File: config.mk
export PLATFORM = sky130hd
export DESIGN_NAME = moving_ave_frame_ctrl
export DESIGN_NICKNAME = d
export VERILOG_FILES = /design/src/rtl/moving_ave_pkg.sv /design/src/rtl/moving_ave_frame_ctrl.sv
export SDC_FILE = /design/constraint.sdc
export NUM_CORES = 1
export LEC_CHECK = 0
export ABC_AREA = 1
export CORE_MARGIN = 2
export CORE_UTILIZATION = 49
export CTS_BUF_LIST = sky130_fd_sc_hd__clkbuf_8
export DETAILED_ROUTE_END_ITERATION = 7
export PLACE_DENSITY = 0.83
export SLEW_MARGIN = 25
export SYNTH_ARGS = -nofsm -noshare
export SYNTH_HDL_FRONTEND = slang
export SYNTH_SLANG_ARGS = --single-unit
File: constraint.sdc
create_clock -name CLK -period 2.4 [get_ports CLK]
set_input_delay 0.6 -clock CLK [delete_from_list [all_inputs] [get_ports CLK]]
set_output_delay 0.6 -clock CLK [all_outputs]
set_load 0.05 [all_outputs]
File: src/rtl/moving_ave_pkg.sv
// Shared types for the MOVING_AVE frame sequencer.
// Frame FSM state encoding and default widths.
package moving_ave_pkg;

    localparam int DATA_W_DEF = 16;
    localparam int FRAMES_W   = 16;

    typedef enum logic [1:0] {
        FLUSH,
        WAIT_RDY,
        RUN,
        DRAIN
    } state_t;

endpackage

File: src/rtl/moving_ave_frame_ctrl.sv
// Frame sequencer in front of the MOVING_AVE datapath.
// Optional drain timeout: define MAVE_CTRL_TIMEOUT_EN.
module moving_ave_frame_ctrl
    import moving_ave_pkg::*;
#(
    parameter int DATA_W    = DATA_W_DEF,
    parameter int FRAME_LEN = 256,
    parameter int WARMUP    = 128,
    parameter int FLUSH_CYC = 2,
    parameter int DRAIN_TMO = 1024
) (
    input  logic                CLK,
    input  logic                RESET_n,
    input  logic                ENABLE,
    output logic                ASI_READY,
    input  logic                ASI_VALID,
    input  logic [DATA_W-1:0]   ASI_DATA,
    output logic                AVE_RESET_n,
    input  logic                AVE_READY,
    output logic                AVE_VALID,
    output logic [DATA_W-1:0]   AVE_DATA,
    input  logic                AVE_OUT_VALID,
    input  logic [DATA_W-1:0]   AVE_OUT_DATA,
    input  logic                AVE_OUT_ERROR,
    output logic                ASO_VALID,
    output logic [DATA_W-1:0]   ASO_DATA,
    output logic                ASO_ERROR,
    output logic                ASO_SOP,
    output logic                ASO_EOP,
    output logic                STS_BUSY,
    output logic                STS_ERROR,
    output logic [FRAMES_W-1:0] STS_FRAMES
);

    localparam int CNT_W = $clog2(FRAME_LEN + 1);
    localparam int FL_W  = $clog2(FLUSH_CYC + 1);

    localparam logic [CNT_W-1:0] LAST_IDX = CNT_W'(FRAME_LEN - 1);
    localparam logic [CNT_W-1:0] FULL_IDX = CNT_W'(FRAME_LEN);
    localparam logic [CNT_W-1:0] WARM_IDX = CNT_W'(WARMUP);
    localparam logic [FL_W-1:0]  FL_LAST  = FL_W'(FLUSH_CYC - 1);

    state_t           state;
    state_t           state_nxt;
    logic [FL_W-1:0]  flush_cnt;
    logic [CNT_W-1:0] in_cnt;
    logic [CNT_W-1:0] out_cnt;
    logic             out_act;
    logic             fwd;
    logic             done;
    logic             frame_done;
    logic             tmo_hit;
    logic             tmo_err;
    logic             stray;

    assign AVE_RESET_n = (state != FLUSH);
    assign AVE_DATA    = ASI_DATA;

    assign out_act = AVE_OUT_VALID && ((state == RUN) || (state == DRAIN));
    assign fwd     = out_act && (out_cnt >= WARM_IDX) && (out_cnt <= LAST_IDX);
    assign done    = (out_cnt == FULL_IDX)
                  || (AVE_OUT_VALID && (out_cnt == LAST_IDX));
    assign stray   = AVE_OUT_VALID && ((state == FLUSH) || (state == WAIT_RDY));

`ifdef MAVE_CTRL_TIMEOUT_EN
    localparam int TMO_W = $clog2(DRAIN_TMO + 1);
    localparam logic [TMO_W-1:0] TMO_LAST = TMO_W'(DRAIN_TMO - 1);
    localparam logic [TMO_W-1:0] TMO_FULL = TMO_W'(DRAIN_TMO);

    logic [TMO_W-1:0] tmo_cnt;

    // Cycles spent in DRAIN; cleared whenever the FSM is elsewhere
    always_ff @(posedge CLK or negedge RESET_n) begin
        if (!RESET_n) begin
            tmo_cnt <= '0;
        end else if (state != DRAIN) begin
            tmo_cnt <= '0;
        end else if (tmo_cnt != TMO_FULL) begin
            tmo_cnt <= tmo_cnt + 1'b1;
        end
    end

    assign tmo_hit = (state == DRAIN) && (tmo_cnt == TMO_LAST);
`else
    // Timeout disabled: DRAIN waits for the last word indefinitely
    assign tmo_hit = (DRAIN_TMO < 0);
`endif

    // Next-state and handshake gating
    always_comb begin
        state_nxt  = state;
        ASI_READY  = 1'b0;
        AVE_VALID  = 1'b0;
        frame_done = 1'b0;
        tmo_err    = 1'b0;
        unique case (state)
            FLUSH: begin
                if (flush_cnt == FL_LAST) state_nxt = WAIT_RDY;
            end
            WAIT_RDY: begin
                if (AVE_READY && ENABLE) state_nxt = RUN;
            end
            RUN: begin
                ASI_READY = AVE_READY;
                AVE_VALID = ASI_VALID && AVE_READY;
                if (AVE_VALID && (in_cnt == LAST_IDX)) state_nxt = DRAIN;
            end
            DRAIN: begin
                if (done) begin
                    state_nxt  = FLUSH;
                    frame_done = 1'b1;
                end else if (tmo_hit) begin
                    state_nxt = FLUSH;
                    tmo_err   = 1'b1;
                end
            end
            default: state_nxt = FLUSH;
        endcase
    end

    // State register and flush hold timer
    always_ff @(posedge CLK or negedge RESET_n) begin
        if (!RESET_n) begin
            state     <= FLUSH;
            flush_cnt <= '0;
        end else begin
            state <= state_nxt;
            if ((state == FLUSH) && (state_nxt == FLUSH)) begin
                flush_cnt <= flush_cnt + 1'b1;
            end else begin
                flush_cnt <= '0;
            end
        end
    end

    // Input beat and averager output word counters
    always_ff @(posedge CLK or negedge RESET_n) begin
        if (!RESET_n) begin
            in_cnt  <= '0;
            out_cnt <= '0;
        end else if (state == FLUSH) begin
            in_cnt  <= '0;
            out_cnt <= '0;
        end else begin
            if (AVE_VALID) in_cnt <= in_cnt + 1'b1;
            if (out_act && (out_cnt != FULL_IDX)) begin
                out_cnt <= out_cnt + 1'b1;
            end
        end
    end

    // Registered downstream word with framing; zeroed when idle
    always_ff @(posedge CLK or negedge RESET_n) begin
        if (!RESET_n) begin
            ASO_VALID <= 1'b0;
            ASO_DATA  <= '0;
            ASO_ERROR <= 1'b0;
            ASO_SOP   <= 1'b0;
            ASO_EOP   <= 1'b0;
        end else begin
            ASO_VALID <= fwd;
            ASO_DATA  <= fwd ? AVE_OUT_DATA : '0;
            ASO_ERROR <= fwd && AVE_OUT_ERROR;
            ASO_SOP   <= fwd && (out_cnt == WARM_IDX);
            ASO_EOP   <= fwd && (out_cnt == LAST_IDX);
        end
    end

    // Status: busy, sticky error, completed frame count
    always_ff @(posedge CLK or negedge RESET_n) begin
        if (!RESET_n) begin
            STS_BUSY   <= 1'b0;
            STS_ERROR  <= 1'b0;
            STS_FRAMES <= '0;
        end else begin
            STS_BUSY <= (state_nxt != WAIT_RDY);
            if ((AVE_OUT_VALID && AVE_OUT_ERROR) || stray || tmo_err) begin
                STS_ERROR <= 1'b1;
            end
            if (frame_done) STS_FRAMES <= STS_FRAMES + 1'b1;
        end
    end

endmodule

# Word-level counts from Yosys, hierarchy flattened
# Index checks and enable logic that the tools add are counted.
[totals]
reg_bits = 60
out_inout_bits = 57
wordCells = 66
[classes]
add_sub_neg = 4
order_cmp = 2
n_eq_ne = 10
n_mux = 15
reduce_logical = 23
[op_table]
columns = ["op", "n"]
rows = [
  ["$mux W9", 4],
  ["$eq A9 B8 Y1 const B", 3],
  ["$add A9 B1 Y9 const B", 2],
  ["$add A16 B1 Y16 const B", 1],
  ["$mux W16", 1],
  ["$logic_and A1 B1 Y1", 14],
  ["$mux W2", 5],
  ["$eq A9 B9 Y1 const B", 1],
  ["$ge A9 B8 Y1 const B", 1],
  ["$le A9 B8 Y1 const B", 1],
  ["$ne A9 B9 Y1 const B", 1],
  ["$pmux W2 S4", 1],
  ["$reduce_bool A2 Y1", 3],
  ["$eq A2 B1 Y1 const B", 2],
  ["$eq A2 B2 Y1 const B", 2],
  ["$logic_not A2 Y1", 2],
  ["$logic_or A1 B1 Y1", 4],
  ["$mux W1", 4],
  ["$add A2 B1 Y2 const B", 1],
  ["$ne A2 B1 Y1 const B", 1],
]

# Longest topological paths before layout
# Gate-level depths: netlist (run 1).
[logic_depth]
depth_word = 8
ltp_mapped = 12
mapped_depth_nobuf = 11

# Worst setup path before layout (run 1)
# Ideal clock, no wire load.
[synth_timing]
path_kind = "reg-to-reg"
start = "reg out_cnt[0]"
end = "reg STS_FRAMES[10]"
setup_time_ns = 0.118
arrival_time_ns = 1.714
required_time_ns = 2.282
slack_ns = 0.568
path_stages_with_launch = 13
n_path_buf = 1
synth_period_minus_slack_ns = 1.832
path_cell_list = "dfrtp_1 > ha_1 > nand2_1 > nor2_1 > nand3_1 > nor3_1 > ha_1 > nand2_1 > nand2_2 > nand2_4 > buf_6 > nand2_1 > nand2_1"
[synth_via]
elab_chain_cells = 5
[synth_rtl]
columns = ["item", "line", "rtl"]
rows = [
  ["start: declaration", "moving_ave_frame_ctrl.sv:47", "logic [CNT_W-1:0] out_cnt;"],
  ["start signal: assignment", "moving_ave_frame_ctrl.sv:147", "out_cnt <= out_cnt + 1'b1;"],
  ["$eq A9 B8 Y1", "moving_ave_frame_ctrl.sv:62", "|| (AVE_OUT_VALID && (out_cnt == LAST_IDX));"],
  ["$logic_and A1 B1 Y1", "moving_ave_frame_ctrl.sv:62", ""],
  ["$logic_or A1 B1 Y1 *", "moving_ave_frame_ctrl.sv:62", ""],
  ["$mux W1 *", "moving_ave_frame_ctrl.sv:109", "if (done) begin"],
  ["$mux W1 *", "moving_ave_frame_ctrl.sv:96", "unique case (state)"],
  ["end signal: assignment", "moving_ave_frame_ctrl.sv:180", "if (frame_done) STS_FRAMES <= STS_FRAMES + 1'b1;"],
  ["end: declaration", "moving_ave_frame_ctrl.sv:32", "output logic [FRAMES_W-1:0] STS_FRAMES"],
]
# Mark *: on every way between the ends. The rest lies on a longest branch, timed or not.
# A chain may end at the register's enable or synchronous reset.

# Worst setup path in the final report (run 1)
[layout_timing]
start = "reg STS_FRAMES[11]"
end = "out STS_FRAMES[11]"
# No word-level cell between the ends.

==> impl_metrics.py, run 1 <==
metrics = {
    "job": {
        "max_cap_viol_count": 0,
    },
    "placed_design": {
        "portBuffers": 63,
        "place_hpwl_um": 4760,
        "gp_congestion": 0.828,
    },
    "cts": {
        "clk_latency_ns": 0.34,
        "cts_tree": "built",
        "postCtsHoldBufs": 0,
        "post_cts_resized": 0,
        "clk_pin_slew_ns": 0.07,
        "htreeDepth": 3,
        "numCtsBuffers": 9,
        "root_buffer": "clkbuf_8",
        "clockBufferDepth": 2,
        "post_cts_buffers": 0,
        "cts_sinks": 60,
    },
    "power": {
        "pwr-share-comb": 0.138,
        "p_leak_nw": 1.94,
        "power.total_mw": 2.53,
        "switchingPower_uw": 712,
        "pwr_density_cell_nw_per_um2": 629,
        "intPower_mw": 1.82,
        "share_seq_of_total_power": 0.460,
        "swShare": 0.281,
        "ir_drop_mv": 0.392,
        "clockPowerShare": 0.402,
    },
    "setup_path": {
        "rr_worst_depth": 10,
        "r2r-start": "out_cnt[0]",
        "criticalPathCategory": "register to output port",
        "cpPeakStageDelay_ns": 0.84,
        "worstPathMaxFanout": 6,
        "cp_top_family": "buffers and inverters",
        "path_buf_inv": 1,
        "crit_required_ns": 1.80,
        "reg2reg_to": "STS_FRAMES[13]",
        "cp_slowest_cell": "clkdlybuf4s50_1",
        "cp_cell_sequence": "clkdlybuf4s50_1",
        "worstSetupStartpointType": "register",
        "reg2reg_slack_ns": 0.28,
        "critPathArrivalTime_ns": 1.64,
        "critPathCaptureType": "output port",
    },
    "synthesis": {
        "synth_cell_types": 29,
        "synth_most_common_cell": "nand2_1",
        "synth_edf_count": 0,
        "syn_nets": 449,
        "synth_warnings": 0,
        "synth_top_area_frac": 0.469,
        "synth_top_area_cell": "dfrtp_1",
        "ys_ff_latch": 60,
        "synth_common_cells": "122 x nand2_1, 60 x dfrtp_1, 48 x inv_1",
        "syn-cell-area_um2": 3200,
        "syn_area_per_cell_um2": 7.94,
        "async_flop_share": 1.00,
        "yosys-top-cells-area": "dfrtp_1 47%, nand2_1 14%, inv_1 5.6%",
        "yosysSeqAreaShare": 0.469,
        "synthFlopType": "dfrtp_1",
        "netlist_instances": 403,
    },
    "cells_and_area": {
        "utilization": 0.633,
        "syn_to_final_growth_pct": 25.7,
        "fillers": 526,
        "multi_input_area_um2": 1310,
        "num_antenna_cells": 0,
        "fin_nets": 504,
        "ff_latch_area_um2": 1500,
        "drive_gt1_frac": 0.125,
    },
    "sta": {
        "tightest_slew_ns": 0.553,
        "fin_setup_tns_ns": 0,
        "rsz0062_at_grt": "false",
        "period_share": 0.934,
        "fmax_mhz": 446,
        "finalSetupViolCount": 0,
        "fin_skew_ns": 0.00840,
        "relSlewSlack": 0.632,
        "finalHoldViolations": 0,
        "slew_violations": 0,
        "period_needed_ns": 2.24,
    },
    "floorplanning": {
        "die-area_um2": 7190,
        "io_pins": 96,
        "rows": 29,
        "die_h_um": 84.8,
        "die_w_um": 84.8,
        "coreArea_um2": 6350,
        "start_util": 0.504,
    },
    "routing": {
        "drt_iter0_drc": 132,
        "postRouteAntennaNets": 0,
        "drt_wl_total_um": 6390,
        "dr.pass1.iters": 4,
        "wl_per_cell_um": 11.8,
        "drt-vias-per-instance": 4.86,
        "drc_errors": 0,
        "vias": 2626,
    },
    "global_routing": {
        "antenna_found_initial": 0,
        "first_global_vias": 2564,
        "grtUsageTotal": 0.196,
        "grt_pass1_wl_um": 11200,
        "grt_remaining_overflow": 0,
        "grt_max_degree": 38,
    },
    "outcome": {
        "status": "finished, final reports clean",
    },
    "worst_hold_path": {
        "holdCritPathClass": "input port to async pin",
    },
}
sequential cells by signal (all words and copies together) (netlist names):
register,cells
ASO_DATA,16
STS_FRAMES,16
in_cnt,9
out_cnt,9
flush_cnt,2
state,2
ASO_EOP,1
ASO_ERROR,1
ASO_SOP,1
ASO_VALID,1
STS_BUSY,1
STS_ERROR,1
logic make-up after synthesis:
logic type | Yosys count | synth area share
fa+ha+maj | 7 | 0.0274
buf+inv | 79 | 0.120
flops | 60 | 0.469
simple gates | 223 | 0.312
compound gates | 24 | 0.0438
xor+xnor | 10 | 0.0274
layer usage:
metal  up-vias  part of all wire  track usage
met5         -                 0            0
met1      1209              0.44        0.244
met2        68              0.49        0.327
li1       1336                 -            -
met3        13             0.056       0.0433
met4         0             0.017       0.0851
area by class of cell:
type	count	share of cell area
flip-flops and latches	60	0.373
multi-input cells	264	0.326
repair buffers	65	0.167
inverters	58	0.0541
clock buffers	9	0.0308
clock inverters	7	0.0249
well taps	77	0.0240
placed cells by master, fill, tap and decap left out, types with 3 or more instances in the layout:
cell type / instances
a21oi_1: 4
buf_12: 3
clkbuf_8: 9
clkdlybuf4s50_1: 59
clkinvlp_4: 3
dfrtp_1: 60
ha_1: 7
inv_1: 48
inv_2: 8
nand2_1: 122
nand2_2: 7
nand3_1: 21
nand4_1: 9
nor2_1: 41
nor2_2: 13
nor3_1: 4
o21ai_0: 6
o21ai_1: 10
xnor2_1: 7
xor2_1: 3
power groups by stage:
stage                     registers, mW  clock network (mW)  logic [mW]
after floorplan                    1.15                   0       0.328
after global placement             1.18                   0       0.334
after detailed placement           1.18                   0       0.349
after CTS                          1.16                1.05       0.352
after global routing               1.18                1.09       0.395
final                              1.16                1.02       0.348
stage by stage:
| stage | cell area [µm²] | std cells | worst slack, ns | hold slack (ns) |
|---|---|---|---|---|
| 2_1_floorplan | 3200 | 403 | 0.568 | 0.304 |
| 3_3_place_gp | 3800 | 524 | 0.283 | 0.420 |
| 3_5_place_dp | 3800 | 524 | 0.260 | 0.439 |
| 4_1_cts | 4020 | 540 | 0.151 | 0.252 |
| 5_1_grt | 4020 | 540 | 0.0151 | 0.276 |
| 6_report | 4020 | 540 | 0.158 | 0.236 |
worst max path at each step:
stage,start,to,slack (ns),cells past startpoint
after floorplan,out_cnt[0],STS_FRAMES[10],0.57,12
after global placement,ASI_VALID,AVE_VALID,0.28,4
after detailed placement,ASI_VALID,AVE_VALID,0.26,4
after CTS,STS_FRAMES[11],STS_FRAMES[11],0.15,1
after global routing,out_cnt[0],STS_FRAMES[11],0.02,10
final,STS_FRAMES[11],STS_FRAMES[11],0.16,1
(Power assumes the default switching activity.)
==> run 2, diff against run 1 <==
--- a/config.mk
+++ b/config.mk
@@ -6,7 +6,7 @@
 export NUM_CORES = 1
 export LEC_CHECK = 0
 export ABC_AREA = 1
-export CORE_MARGIN = 2
+export CAP_MARGIN = 10
 export CORE_UTILIZATION = 49
 export CTS_BUF_LIST = sky130_fd_sc_hd__clkbuf_8
 export DETAILED_ROUTE_END_ITERATION = 7
==> run 2 against run 1 <==
  * Final cell count up 0.37%
  * Critical path depth unchanged
  * Die area down 4.7%
  * Power down 3.0%
  * Global-route usage rose by 1.1 points
  * Critical path type unchanged
  * Largest cell class unchanged
  * Clock skew decreased by 0.0016 ns
  * Non-clock buffer count up 2
  * Clock power fell by 9%
==> impl_metrics.py, run 2 (synthesized netlist as in run 1, its figures left out) <==
metrics = {
    "outcome": {
        "status": "finished, final reports clean",
    },
    "cells_and_area": {
        "layout_common_cells": "122 x nand2_1, 60 x dfrtp_1, 59 x clkdlybuf4s50_1",
        "num_antenna_cells": 0,
        "syn_to_final_growth_pct": 25.1,
        "fin_nets": 506,
        "fillers": 533,
        "drive_gt1_frac": 0.127,
        "reg_top3": "ASO_DATA: 16 flops, STS_FRAMES: 16 flops",
        "layout_commonest_cell": "nand2_1",
    },
    "setup_path": {
        "crit_required_ns": 1.80,
        "cp_top_family": "buffers and inverters",
        "crit_start": "STS_FRAMES[10]",
        "reg2reg_to": "STS_FRAMES[12]",
        "cpPeakStageDelay_ns": 0.85,
        "rr_worst_depth": 10,
        "cp_cell_sequence": "clkdlybuf4s50_1",
        "cp_slowest_cell": "clkdlybuf4s50_1",
        "critPathCaptureType": "output port",
        "reg2reg_slack_ns": 0.29,
        "criticalPathCategory": "register to output port",
        "worstSetupStartpointType": "register",
        "critPathArrivalTime_ns": 1.67,
        "worstPathMaxFanout": 6,
        "r2r-start": "out_cnt[0]",
        "path_buf_inv": 1,
    },
    "routing": {
        "drt_iter0_drc": 113,
        "drt-vias-per-instance": 4.98,
        "wl_per_cell_um": 12.6,
        "drc_errors": 0,
        "postRouteAntennaNets": 0,
        "drt_wl_total_um": 6850,
        "vias": 2700,
        "dr.pass1.iters": 4,
    },
    "power": {
        "p_leak_nw": 1.95,
        "ir_drop_mv": 0.561,
        "pwr_density_cell_nw_per_um2": 613,
    },
    "cts": {
        "clk_pin_slew_ns": 0.07,
        "cts_sinks": 60,
        "cts_tree": "built",
        "postCtsHoldBufs": 0,
        "numCtsBuffers": 9,
        "post_cts_resized": 0,
        "root_buffer": "clkbuf_8",
        "post_cts_buffers": 0,
        "clk_latency_ns": 0.34,
        "clockBufferDepth": 2,
        "htreeDepth": 3,
    },
    "sta": {
        "period_share": 0.944,
        "fmax_mhz": 441,
        "hold_slack_ns": 0.210,
        "period_needed_ns": 2.27,
        "relSlewSlack": 0.650,
        "fin_skew_ns": 0.00679,
        "finalSetupViolCount": 0,
        "rsz0062_at_grt": "false",
        "tightest_slew_ns": 0.524,
        "slew_violations": 0,
        "fin_setup_tns_ns": 0,
        "finalHoldViolations": 0,
    },
    "placed_design": {
        "gp_congestion": 0.877,
        "place_hpwl_um": 4880,
        "portBuffers": 63,
    },
    "floorplanning": {
        "die-area_um2": 6860,
        "rows": 29,
        "start_util": 0.507,
        "die_w_um": 82.8,
        "io_pins": 96,
        "die_h_um": 82.8,
        "coreArea_um2": 6310,
    },
    "worst_hold_path": {
        "holdCritPathClass": "input port to async pin",
    },
    "job": {
        "max_cap_viol_count": 0,
    },
    "global_routing": {
        "grt_max_degree": 23,
        "grt_pass1_wl_um": 11300,
        "grtUsageTotal": 0.206,
        "first_global_vias": 2564,
        "grt_remaining_overflow": 0,
        "antenna_found_initial": 0,
    },
}
run 2: cell count changes in the layout (fill, tap and decap cells not counted), sizes merged:
| cell | delta |
|---|---|
| buf | +2 |
| clkinvlp | -2 |
| clkinv | +1 |
| bufinv | -1 |
| clkbuf | +2 |
run 2: worst max-delay path by stage:
stage                      to  cells past startpoint
3_3_place_gp        AVE_VALID                      4
4_1_cts        STS_FRAMES[10]                      1
2_1_floorplan  STS_FRAMES[10]                     12
3_5_place_dp        AVE_VALID                      4
6_report       STS_FRAMES[10]                      1
5_1_grt        STS_FRAMES[11]                     10
run 2: worst register-to-register path: stages, from the launching register on:
cell     delay, ns
dfrtp_1       0.39
ha_1          0.20
nand2_1       0.06
nor2_1        0.21
nand3_1       0.13
nor3_1        0.16
ha_1          0.19
nand2_1       0.13
a21oi_4       0.40
nand2_1       0.11
nand2_1       0.07
run 2: power breakdown:
part / internal, mW / leakage, nW / switching [mW]
Clock: 0.529 / 0.107 / 0.400
Sequential: 1.08 / 0.808 / 0.0877
Combinational: 0.149 / 1.04 / 0.209
Total: 1.76 / 1.95 / 0.697
run 2: final cells by class:
cell class              count  area, µm²  share of cell area
flip-flops and latches     60       1500               0.375
multi-input cells         264       1310               0.328
clock inverters             5       51.3              0.0128
inverters                  58        218              0.0544
repair buffers             67        673               0.168
clock buffers              11        151              0.0378
well taps                  77       96.3              0.0241
run 2: per-layer routing:
layer	share of wire	wire, µm	GRT usage
met5	0	0	0
met3	0.051	348	0.0537
met1	0.41	2830	0.248
met2	0.52	3560	0.349
met4	0.015	106	0.0909
run 2: through the flow:
step | total power [mW] | utilization | instance area (µm²) | setup WS (ns) | instances
finish | 2.45 | 0.634 | 4000 | 0.134 | 542
global placement | 1.52 | 0.602 | 3800 | 0.273 | 526
detailed placement | 1.53 | 0.602 | 3800 | 0.270 | 526
global route | 2.57 | 0.634 | 4000 | 0.0693 | 542
floorplan | 1.48 | - | 3200 | 0.568 | 403
CTS | 2.48 | 0.634 | 4000 | 0.131 | 542
==> run 3, diff against run 2 <==
--- a/config.mk
+++ b/config.mk
@@ -6,6 +6,7 @@
 export NUM_CORES = 1
 export LEC_CHECK = 0
 export ABC_AREA = 1
+export ABC_CLOCK_PERIOD_IN_PS = 2400
 export CAP_MARGIN = 10
 export CORE_UTILIZATION = 49
 export CTS_BUF_LIST = sky130_fd_sc_hd__clkbuf_8
==> results of run 3 <==
Same layout as run 2: the final DEF is identical, and so are final timing and power.
